--- config.mk ---
export PLATFORM = sky130hd
export DESIGN_NAME = phase_scheduler
export DESIGN_NICKNAME = d
export VERILOG_FILES = /design/src/rtl/phase_scheduler.sv
export SDC_FILE = /design/constraint.sdc
export NUM_CORES = 1
export LEC_CHECK = 0
export ABC_AREA = 1
export ABC_CLOCK_PERIOD_IN_PS = 1900
export CAP_MARGIN = 20
export CORE_MARGIN = 2
export CORE_UTILIZATION = 25
export CTS_BUF_LIST = sky130_fd_sc_hd__clkbuf_4 sky130_fd_sc_hd__clkbuf_8
export CTS_CLUSTER_DIAMETER = 150
export DETAILED_ROUTE_END_ITERATION = 10
export PLACE_DENSITY = 0.5
export SLEW_MARGIN = 20
export SYNTH_ARGS = -nofsm -noshare
export SYNTH_HDL_FRONTEND = slang
export SYNTH_SLANG_ARGS = --single-unit
--- constraint.sdc ---
create_clock -name clk -period 1.9 [get_ports clk]
set_input_delay 0.19 -clock clk [delete_from_list [all_inputs] [get_ports clk]]
set_output_delay 0.19 -clock clk [all_outputs]
set_load 0.1 [all_outputs]
--- src/rtl/phase_scheduler.sv ---
// rtl/phase_scheduler.sv - four-phase intersection scheduler with clearance sequencing and preemption
module phase_scheduler #(
  parameter int TW        = 4,
  parameter int GREEN_MIN = 4,
  parameter int GREEN_MAX = 10,
  parameter int YELLOW_T  = 2,
  parameter int ALLRED_T  = 1
) (
  input  logic       clk,
  input  logic       rst_n,
  input  logic       tick,
  input  logic [3:0] req,
  input  logic       preempt,
  input  logic [1:0] preempt_id,
  output logic [1:0] phase,
  output logic [3:0] grant,
  output logic       yellow,
  output logic       all_red,
  output logic [3:0] pend,
  output logic       busy
);

  typedef enum logic [1:0] {
    S_GREEN  = 2'd0,
    S_YELLOW = 2'd1,
    S_ALLRED = 2'd2
  } state_t;

  state_t        state, state_d;
  logic [1:0]    phase_d, nxt, nxt_d, rr_pick;
  logic [TW-1:0] elapsed, elapsed_d, cnt, cnt_d;
  logic [3:0]    pend_d, set_mask, clr_mask, other_mask;

  always_ff @(posedge clk or negedge rst_n) begin
    if (!rst_n) begin
      state   <= S_GREEN;
      phase   <= 2'd0;
      elapsed <= '0;
      cnt     <= '0;
      nxt     <= 2'd0;
      pend    <= 4'd0;
    end else begin
      state   <= state_d;
      phase   <= phase_d;
      elapsed <= elapsed_d;
      cnt     <= cnt_d;
      nxt     <= nxt_d;
      pend    <= pend_d;
    end
  end

  always_comb begin
    state_d    = state;
    phase_d    = phase;
    elapsed_d  = elapsed;
    cnt_d      = cnt;
    nxt_d      = nxt;
    clr_mask   = 4'd0;
    set_mask   = req;
    other_mask = pend;
    other_mask[phase] = 1'b0;
    if (state == S_GREEN) set_mask[phase] = 1'b0;
    // descending scan so the nearest phase after the current one wins
    rr_pick = phase;
    for (int k = 3; k >= 1; k--) begin
      if (other_mask[phase + 2'(k)]) rr_pick = phase + 2'(k);
    end
    case (state)
      S_GREEN: begin
        if (preempt && (preempt_id != phase)) begin
          state_d = S_YELLOW;
          nxt_d   = preempt_id;
          cnt_d   = TW'(YELLOW_T);
        end else if (!preempt && (|other_mask) && (elapsed >= TW'(GREEN_MIN)) &&
                     (!req[phase] || (elapsed >= TW'(GREEN_MAX)))) begin
          state_d = S_YELLOW;
          nxt_d   = rr_pick;
          cnt_d   = TW'(YELLOW_T);
        end else if (tick && (elapsed < TW'(GREEN_MAX))) begin
          elapsed_d = elapsed + TW'(1);
        end
      end
      S_YELLOW, S_ALLRED: begin
        if (preempt) nxt_d = preempt_id;
        if (tick) begin
          if (cnt == TW'(1)) begin
            if (state == S_YELLOW) begin
              state_d = S_ALLRED;
              cnt_d   = TW'(ALLRED_T);
            end else begin
              state_d   = S_GREEN;
              phase_d   = nxt_d;
              elapsed_d = '0;
              cnt_d     = '0;
              clr_mask[nxt_d] = 1'b1;
            end
          end else begin
            cnt_d = cnt - TW'(1);
          end
        end
      end
      default: state_d = S_GREEN;
    endcase
    // clear of the newly served phase overrides a same-cycle request
    pend_d = (pend | set_mask) & ~clr_mask;
  end

  always_comb begin
    grant   = (state == S_GREEN) ? (4'b0001 << phase) : 4'b0000;
    yellow  = (state == S_YELLOW);
    all_red = (state == S_ALLRED);
    busy    = (state == S_YELLOW) || (state == S_ALLRED);
  end

endmodule

==> results of run 1 <==
-- flip-flops by register name (all words and copies together), names as in the netlist --
register  count
cnt           4
elapsed       4
pend          4
nxt           2
phase         2
state         2
-- critical path, cell delays in order (launching register included) --
cell and delay (ns):
dfrtp_4 0.53, buf_6 0.14, buf_4 0.14, xor2_2 0.18
o21ai_4 0.24, nand4_1 0.13, nand2_2 0.15, nand2_4 0.08
nand2_1 0.08, nand2_1 0.04
-- routing by layer --
| metal | up-vias | GRT usage (%) | share of wire, % |
|---|---|---|---|
| li1 | 729 | - | - |
| met1 | 611 | 15.6 | 45 |
| met2 | 32 | 19.2 | 48 |
| met3 | 8 | 2.26 | 4.8 |
| met4 | 0 | 4.24 | 1.8 |
| met5 | - | 0 | 0 |
-- path summary, 6_finish.rpt --
check | start | end | depth (start not counted)
max in group asynchronous | rst_n | phase[1]$_DFFE_PN0P_ | 2
hold reg to reg | nxt[0]$_DFFE_PN0P_ | nxt[0]$_DFFE_PN0P_ | 2
hold / removal | rst_n | elapsed[0]$_DFFE_PN0P_ | 2
setup / recovery | phase[1]$_DFFE_PN0P_ | elapsed[2]$_DFFE_PN0P_ | 9
setup reg to reg | phase[1]$_DFFE_PN0P_ | elapsed[2]$_DFFE_PN0P_ | 9
min in group clk | nxt[0]$_DFFE_PN0P_ | nxt[0]$_DFFE_PN0P_ | 2
-- kinds of logic after synthesis --
kind of cell / Yosys count / share of synthesized area (%)
simple gates: 113 / 35.1
xor+xnor: 6 / 3.64
flops: 18 / 31.2
fa+ha+maj: 10 / 8.67
compound gates: 24 / 10.1
buf+inv: 38 / 11.3
-- layout make-up --
type                    count  share of cell area [%]
multi-input cells         153                    44.3
inverters                  35                    7.28
well taps                  72                    4.33
repair buffers             37                    19.4
clock buffers               4                    2.65
flip-flops and latches     18                    22.0
-- synth_stat cells, drive strengths merged --
master	count
a21oi	4
buf	3
dfrtp	18
ha	10
inv	35
nand2	69
nand3	19
nand3b	2
nand4	1
nor2	20
nor3	2
o211ai	2
o21ai	15
o21bai	1
o22ai	2
xnor2	2
xor2	4
-- metrics by stage --
stage	setup TNS (ns)	setup WS, ns
final	0	0.0941
after global routing	-0.253	-0.0612
after CTS	0	0.0714
after detailed placement	0	0.0874
after global placement	0	0.0692
after floorplan	-0.0475	-0.00756
-- what timing repair did --
item                                    in CTS  in global routing
gates resized for setup                      0                 20
endpoints found under the setup margin       0                 11
hold endpoints to repair                     0                  0
hold buffers                                 0                  0
buffers inserted                             0                 11
==> impl_metrics.tcl, run 1 <==
set metrics [dict create \
    status "finished clean" \
    fin_crit_sh_pct 95.0 \
    yosysUniqueCellTypes 28 \
    syn2layout_area_growth_pct 44.2 \
    synth-seq-cells 18 \
    path_max_fanout 5 \
    clock_latency_ns 0.26 \
    start_util_pct 26.0 \
    maxCapViolations 0 \
    die-area_mm2 0.00639 \
    insertedDiodeCount 0 \
    grt_util_all_layers_pct 11.8 \
    dr.pass1.iters 4 \
    fmax_mhz 554 \
    regArea_um2 458 \
    io_buffers 22 \
    dp_hpwl_um 2730 \
    clk_pin_slew_worst_paths_ns 0.08 \
    layout-drive-gt1-share_pct 26.7 \
    post_drt_wl_per_cell_um 11.3 \
    cts_tree "done" \
    yosys_warnings 0 \
    fin_cells 319 \
    overflow 0 \
    dp.cells 304 \
    ctsHtreeMaxLevel 1 \
    pin_count 23 \
    fillers 588 \
    worst_setup_path_start_kind "flip-flop" \
    final_common_cell "nand2_1" \
    core.rowCount 27 \
    core_mm2 0.00554 \
    drt_iter0_markers 37 \
    die_w_um 80.0 \
    final_cell_mix "58 x nand2_1, 29 x inv_1, 19 x buf_4" \
    clock-root-buffer "clkbuf_8" \
    worstMarginPinSlew_ns 0.452 \
    setup_viol 0 \
    hold_violations 0 \
    routed_via_density 4.33 \
    final_nets 268 \
    routed_wl_um 3610 \
    synth_top_area_cell "dfrtp_1" \
    finalInstanceArea_mm2 0.00208 \
    critical_path_arrival_ns 1.96 \
    drc 0 \
    multi_input_area_um2 922 \
    synth_nets 229 \
    endpoint_kind "flip-flop" \
    routabilityCongestion 0.798 \
    die_y_um 80.0 \
    hold_ws_ns 0.255 \
    synth_cells 209 \
    worstPathRequired_ns 2.06 \
    min_path_type "in2async" \
    antenna_found_initial 0 \
    cts_buffers 3 \
    clk_path_buf_depth 2 \
    slew_headroom_pct 69.8 \
    cts_sinks 18 \
    fin_util_pct 37.6 \
    mappedNetlistArea_mm2 0.00144 \
    grt_pass1_wl_um 6040 \
    fin_crit_ns 1.81 \
    grt_max_degree 19 \
    synth_top_area_share_pct 31.2 \
    antenna_left 0 \
    synth_area_per_cell_um2 6.90 \
    skew_ns 0.00438 \
    ys_seq_area_share_pct 31.2 \
    grt_pass1_vias 1296 \
    r2r_slack_ns 0.09 \
    netlist_top_cells_area "dfrtp_1 31%, nand2_1 17%, inv_1 8.8%" \
    num_vias 1380 \
    slew_violations 0 \
    critPathKind "reg2reg" \
    place_area_mm2 0.00187 \
]
Power of run 1 is not shown: default switching activity piles up to over one toggle a cycle in this logic, so the estimate is an artifact.
==> inputs of run 2 (changes only) <==
--- a/config.mk
+++ b/config.mk
@@ -8,7 +8,7 @@
 export ABC_AREA = 1
 export ABC_CLOCK_PERIOD_IN_PS = 1900
 export CAP_MARGIN = 20
-export CORE_MARGIN = 2
+export CORE_MARGIN = 5
 export CORE_UTILIZATION = 25
 export CTS_BUF_LIST = sky130_fd_sc_hd__clkbuf_4 sky130_fd_sc_hd__clkbuf_8
 export CTS_CLUSTER_DIAMETER = 150
==> run 2 against run 1 <==
Non-clock buffer count unchanged. Sequential share of layout area down 0.53 points. Sequential cell count unchanged. Clock skew about the same. Setup slack better by 0.025 ns. Critical path depth unchanged. Register-to-register slack better by 0.03 ns. Critical endpoint is now elapsed[1]$_DFFE_PN0P_. Highest routed layer unchanged.
==> impl_metrics.tcl, run 2 (synthesis gave the netlist of run 1 again) <==
set metrics [dict create \
    status "finished clean" \
    endpoint_kind "flip-flop" \
    min_path_type "in2async" \
    hold_violations 0 \
    cts_buffers 3 \
    hold_ws_ns 0.256 \
    post_drt_wl_per_cell_um 11.6 \
    worstPathRequired_ns 2.05 \
    antenna_left 0 \
    overflow 0 \
    core_mm2 0.00557 \
    crit_chain "buf_12 > buf_6 > xor2_2 > o21ai_4 > nand4_1 > nand2_2 > nand2_2 > nand2_1 > nand2_1" \
    start_util_pct 25.9 \
    core.rowCount 27 \
    insertedDiodeCount 0 \
    reg2reg_from "phase[0]$_DFFE_PN0P_" \
    ctsHtreeMaxLevel 1 \
    num_vias 1376 \
    grt_pass1_vias 1334 \
    grt_max_degree 19 \
    die_w_um 86.0 \
    r2r_slack_ns 0.12 \
    clk_pin_slew_worst_paths_ns 0.07 \
    setup_slack_ns 0.119 \
    fillers 586 \
    dr.pass1.iters 4 \
    layout-drive-gt1-share_pct 30.8 \
    syn2layout_area_growth_pct 47.8 \
    cp.depth 9 \
    clock-root-buffer "clkbuf_8" \
    slew_violations 0 \
    fin_crit_ns 1.78 \
    grt_util_all_layers_pct 10.6 \
    fmax_mhz 562 \
    routed_wl_um 3700 \
    cts_sinks 18 \
    die_y_um 86.0 \
    path_max_fanout 7 \
    r2r-end "elapsed[1]$_DFFE_PN0P_" \
    max_stage_delay_ns 0.55 \
    slowest_stage "dfrtp_4" \
    maxCapViolations 0 \
    die-area_mm2 0.00739 \
    antenna_found_initial 0 \
    dp_hpwl_um 2870 \
    clock_latency_ns 0.26 \
    top_regs "cnt: 4 flops, elapsed: 4 flops, pend: 4 flops" \
    fin_cells 319 \
    setup_viol 0 \
    critPathKind "reg2reg" \
    slew_headroom_pct 78.7 \
    drc 0 \
    place_ws_ns 0.0845 \
    final_common_cell "nand2_1" \
    grt_pass1_wl_um 6330 \
    io_buffers 22 \
    pin_count 23 \
    routabilityCongestion 0.789 \
    regArea_um2 458 \
    skew_ns 0.00394 \
    path_delay_family "flip-flops" \
    fin_crit_sh_pct 93.7 \
    clk_path_buf_depth 2 \
    worstMarginPinSlew_ns 0.319 \
    multi_input_area_um2 945 \
    routed_via_density 4.31 \
    hold_buffers 0 \
    final_cell_mix "53 x nand2_1, 27 x inv_1, 17 x nor2_1" \
    cts_tree "done" \
    final_nets 268 \
    critical_path_arrival_ns 1.93 \
    dp.cells 303 \
    cp_num_buf_inv 2 \
    worst_setup_path_start_kind "flip-flop" \
    drt_iter0_markers 53 \
    worst_r2r_path_depth 9 \
]
run 2: cell count changes in the layout (fill, tap and decap cells not counted), moves of 2 or more:
cell	delta
buf_12	+2
buf_4	-3
inv_1	-2
inv_2	+2
nand2_1	-5
nand2_2	+6
nand3_1	-3
nand3_2	+3
run 2: repair_timing:
item                       CTS  global route
setup endpoints to repair    0            10
resized for setup            0            30
setup buffers                0            12
run 2: per-layer routing:
metal  share of wire [%]  global-route usage, %  up-vias
met3                 3.7                   1.44        2
met1                  45                   13.7      632
li1                    -                      -      728
met2                  50                   18.4       14
met4                0.54                   2.59        0
met5                   0                      0        -
run 2: layout make-up:
cell class | count | area share, %
Multi-Input combinational cell | 153 | 44.3
Sequential cell | 18 | 21.5
Timing Repair Buffer | 37 | 20.3
Inverter | 35 | 7.10
Tap cell | 72 | 4.23
Clock buffer | 4 | 2.58
run 2: worst reg2reg max path, cell delays in order, from the launching register on:
cell	delay (ns)
dfrtp_4	0.55
buf_12	0.16
buf_6	0.11
xor2_2	0.15
o21ai_4	0.23
nand4_1	0.14
nand2_2	0.13
nand2_2	0.08
nand2_1	0.08
nand2_1	0.05
run 2: worst max-delay path by stage:
stage	startpoint	endpoint	slack, ns
2_1_floorplan	phase[0]$_DFFE_PN0P_	elapsed[2]$_DFFE_PN0P_	-0.008
3_3_place_gp	phase[0]$_DFFE_PN0P_	elapsed[2]$_DFFE_PN0P_	0.10
3_5_place_dp	phase[0]$_DFFE_PN0P_	elapsed[1]$_DFFE_PN0P_	0.08
4_1_cts	phase[0]$_DFFE_PN0P_	elapsed[1]$_DFFE_PN0P_	0.06
5_1_grt	phase[0]$_DFFE_PN0P_	elapsed[1]$_DFFE_PN0P_	-0.02
6_report	phase[0]$_DFFE_PN0P_	elapsed[1]$_DFFE_PN0P_	0.12
run 2: through the flow:
stage          cell area (um2)  util (%)  TNS (ns)
5_1_grt                   2130      38.2   -0.0409
3_5_place_dp              1870      33.5         0
3_3_place_gp              1870      33.5         0
4_1_cts                   1920      34.5         0
2_1_floorplan             1500         -   -0.0475
6_report                  2130      38.2         0
Power of run 2 is left out for the same reason.
==> inputs of run 3 (changes only) <==
--- a/config.mk
+++ b/config.mk
@@ -6,14 +6,13 @@
 export NUM_CORES = 1
 export LEC_CHECK = 0
 export ABC_AREA = 1
-export ABC_CLOCK_PERIOD_IN_PS = 1900
+export ABC_CLOCK_PERIOD_IN_PS = 1400
 export CAP_MARGIN = 20
 export CORE_MARGIN = 5
 export CORE_UTILIZATION = 25
-export CTS_BUF_LIST = sky130_fd_sc_hd__clkbuf_4 sky130_fd_sc_hd__clkbuf_8
 export CTS_CLUSTER_DIAMETER = 150
 export DETAILED_ROUTE_END_ITERATION = 10
-export PLACE_DENSITY = 0.5
+export PLACE_DENSITY = 0.52
 export SLEW_MARGIN = 20
 export SYNTH_ARGS = -nofsm -noshare
 export SYNTH_HDL_FRONTEND = slang
==> constraint.sdc (replaced) <==
create_clock -name clk -period 1.4 [get_ports clk]
set_input_delay 0.14 -clock clk [delete_from_list [all_inputs] [get_ports clk]]
set_output_delay 0.14 -clock clk [all_outputs]
set_load 0.1 [all_outputs]
==> run 3 against run 2 <==
The flow now finishes with violations (setup timing). Via count increased by 13%. Clock-buffer cell count stayed put. Worst hold slack worse by 0.044 ns. Routed wire length up 13%. Die area did not move. Critical path depth rose by 3. Sequential cell count is the same. Clock skew down 0.0022 ns. Register-to-register slack got worse by 0.43 ns. Final cell count rose by 12%. Setup slack got worse by 0.43 ns. Critical path type unchanged.
==> impl_metrics.tcl, run 3 (synthesis gave the netlist of run 1 again) <==
set metrics [dict create \
    status "finished with violations" \
    violations "setup timing" \
    syn2layout_area_growth_pct 84.4 \
    post_drt_wl_per_cell_um 11.7 \
    clock_latency_ns 0.25 \
    slowest_stage "dfrtp_4" \
    antenna_found_initial 0 \
    hold_violations 0 \
    io_buffers 22 \
    die_w_um 86.0 \
    start_util_pct 25.9 \
    layout-drive-gt1-share_pct 52.8 \
    hold_buffers 0 \
    dp_hpwl_um 3150 \
    clk_pin_slew_worst_paths_ns 0.08 \
    core.rowCount 27 \
    insertedDiodeCount 0 \
    maxCapViolations 0 \
    final_common_cell "buf_4" \
    drc 0 \
    max_stage_delay_ns 0.53 \
    hold_ws_ns 0.211 \
    min_path_type "in2async" \
    core_mm2 0.00557 \
    pin_count 23 \
    grt_max_degree 19 \
    num_vias 1551 \
    worstMarginPinSlew_ns 0.284 \
    routabilityCongestion 0.906 \
    clock-root-buffer "clkbuf_8" \
    path_max_fanout 8 \
    fin_util_pct 47.7 \
    setup_slack_ns -0.312 \
    antenna_left 0 \
    clk_path_buf_depth 2 \
    cts_buffers 3 \
    ctsHtreeMaxLevel 1 \
    fin_crit_ns 1.71 \
    skew_ns 0.00178 \
    grt_pass1_wl_um 6930 \
    cp_common_cell "nand2_4" \
    die_y_um 86.0 \
    worst_setup_path_start_kind "flip-flop" \
    slew_violations 0 \
    critPathKind "reg2reg" \
    fin_crit_sh_pct 122 \
    cts_sinks 18 \
    setup_viol 20 \
    die-area_mm2 0.00739 \
    fmax_mhz 584 \
    finalSetupTns_ns -4.53 \
    routed_wl_um 4190 \
    grt_pass1_vias 1551 \
    overflow 0 \
    critical_path_arrival_ns 1.86 \
    grt_util_all_layers_pct 11.4 \
    endpoint_kind "flip-flop" \
    final_nets 307 \
    top_regs "cnt: 4 flops, elapsed: 4 flops, pend: 4 flops" \
    cts_tree "done" \
    dr.pass1.iters 4 \
    final_cell_mix "45 x buf_4, 40 x nand2_1, 22 x nand2_2" \
    worstPathRequired_ns 1.54 \
    routed_via_density 4.33 \
    slew_headroom_pct 81.0 \
    grt_setup_unrepaired "true" \
    drt_iter0_markers 23 \
    crit_chain "buf_6 > ha_4 > inv_4 > nand2_4 > nand2_4 > nor2_4 > nor2_2 > nand2_2 > nand3_4 > nand3b_4 > nand2_1 > o21ai_1" \
]
==> run 3: changes by cell type in the layout (fill, tap and decap cells not counted), sizes merged <==
cell | previous run | this run
buf | 28 | 67
clkinvlp | 2 | 4
inv | 33 | 31
==> run 3: layer usage <==
layer  vias to the layer above  GRT usage [%]  routed length (um)
met5                         -              0                   0
met4                         0           3.17                  43
met3                         6           1.34                 139
met2                        26           20.4                2130
met1                       711           14.4                1880
li1                        808              -                   -
==> run 3: path summary, 6_finish.rpt <==
kind,endpoint,from,slack [ns],cells after the start
setup / recovery,cnt[0]$_DFFE_PN0P_,phase[1]$_DFFE_PN0P_,-0.31,12
hold / removal,elapsed[0]$_DFFE_PN0P_,rst_n,0.21,2
setup reg to reg,cnt[0]$_DFFE_PN0P_,phase[1]$_DFFE_PN0P_,-0.31,12
hold reg to reg,nxt[1]$_DFFE_PN0P_,nxt[1]$_DFFE_PN0P_,0.48,2
max in group asynchronous,phase[1]$_DFFE_PN0P_,rst_n,0.96,2
min in group clk,nxt[1]$_DFFE_PN0P_,nxt[1]$_DFFE_PN0P_,0.48,2
==> run 3: cell type report <==
type / instances / area (um2)
timing repair buffer: 76 / 790
inverter: 35 / 164
sequential: 18 / 459
tap: 72 / 90.1
multi-input combinational: 153 / 1110
fill: 541 / 2910
clock buffer: 4 / 45.0
==> run 3: critical path, delay by kind of cell (launching register included) <==
family,cells,cell delay [ns]
AND/OR/NAND/NOR,8,0.64
flip-flops,1,0.53
buffers and inverters,2,0.21
adder cells (fa/ha/maj),1,0.16
AO/OA/AOI/OAI,1,0.05
==> run 3: what timing repair did <==
item | in CTS | in global routing
buffers inserted | 9 | 3
pin swaps | 20 | 19
gates resized for setup | 22 | 55
endpoints found under the setup margin | 23 | 24
==> run 3: metrics by stage <==
| step | worst slack, ns | std cells | area [um2] |
|---|---|---|---|
| finish | -0.312 | 358 | 2660 |
| global route | -0.429 | 358 | 2660 |
| CTS | -0.294 | 357 | 2470 |
| floorplan | -0.478 | 209 | 1560 |
| global placement | -0.290 | 344 | 2290 |
| detailed placement | -0.352 | 344 | 2290 |
Power of run 3 is left out for the same reason.
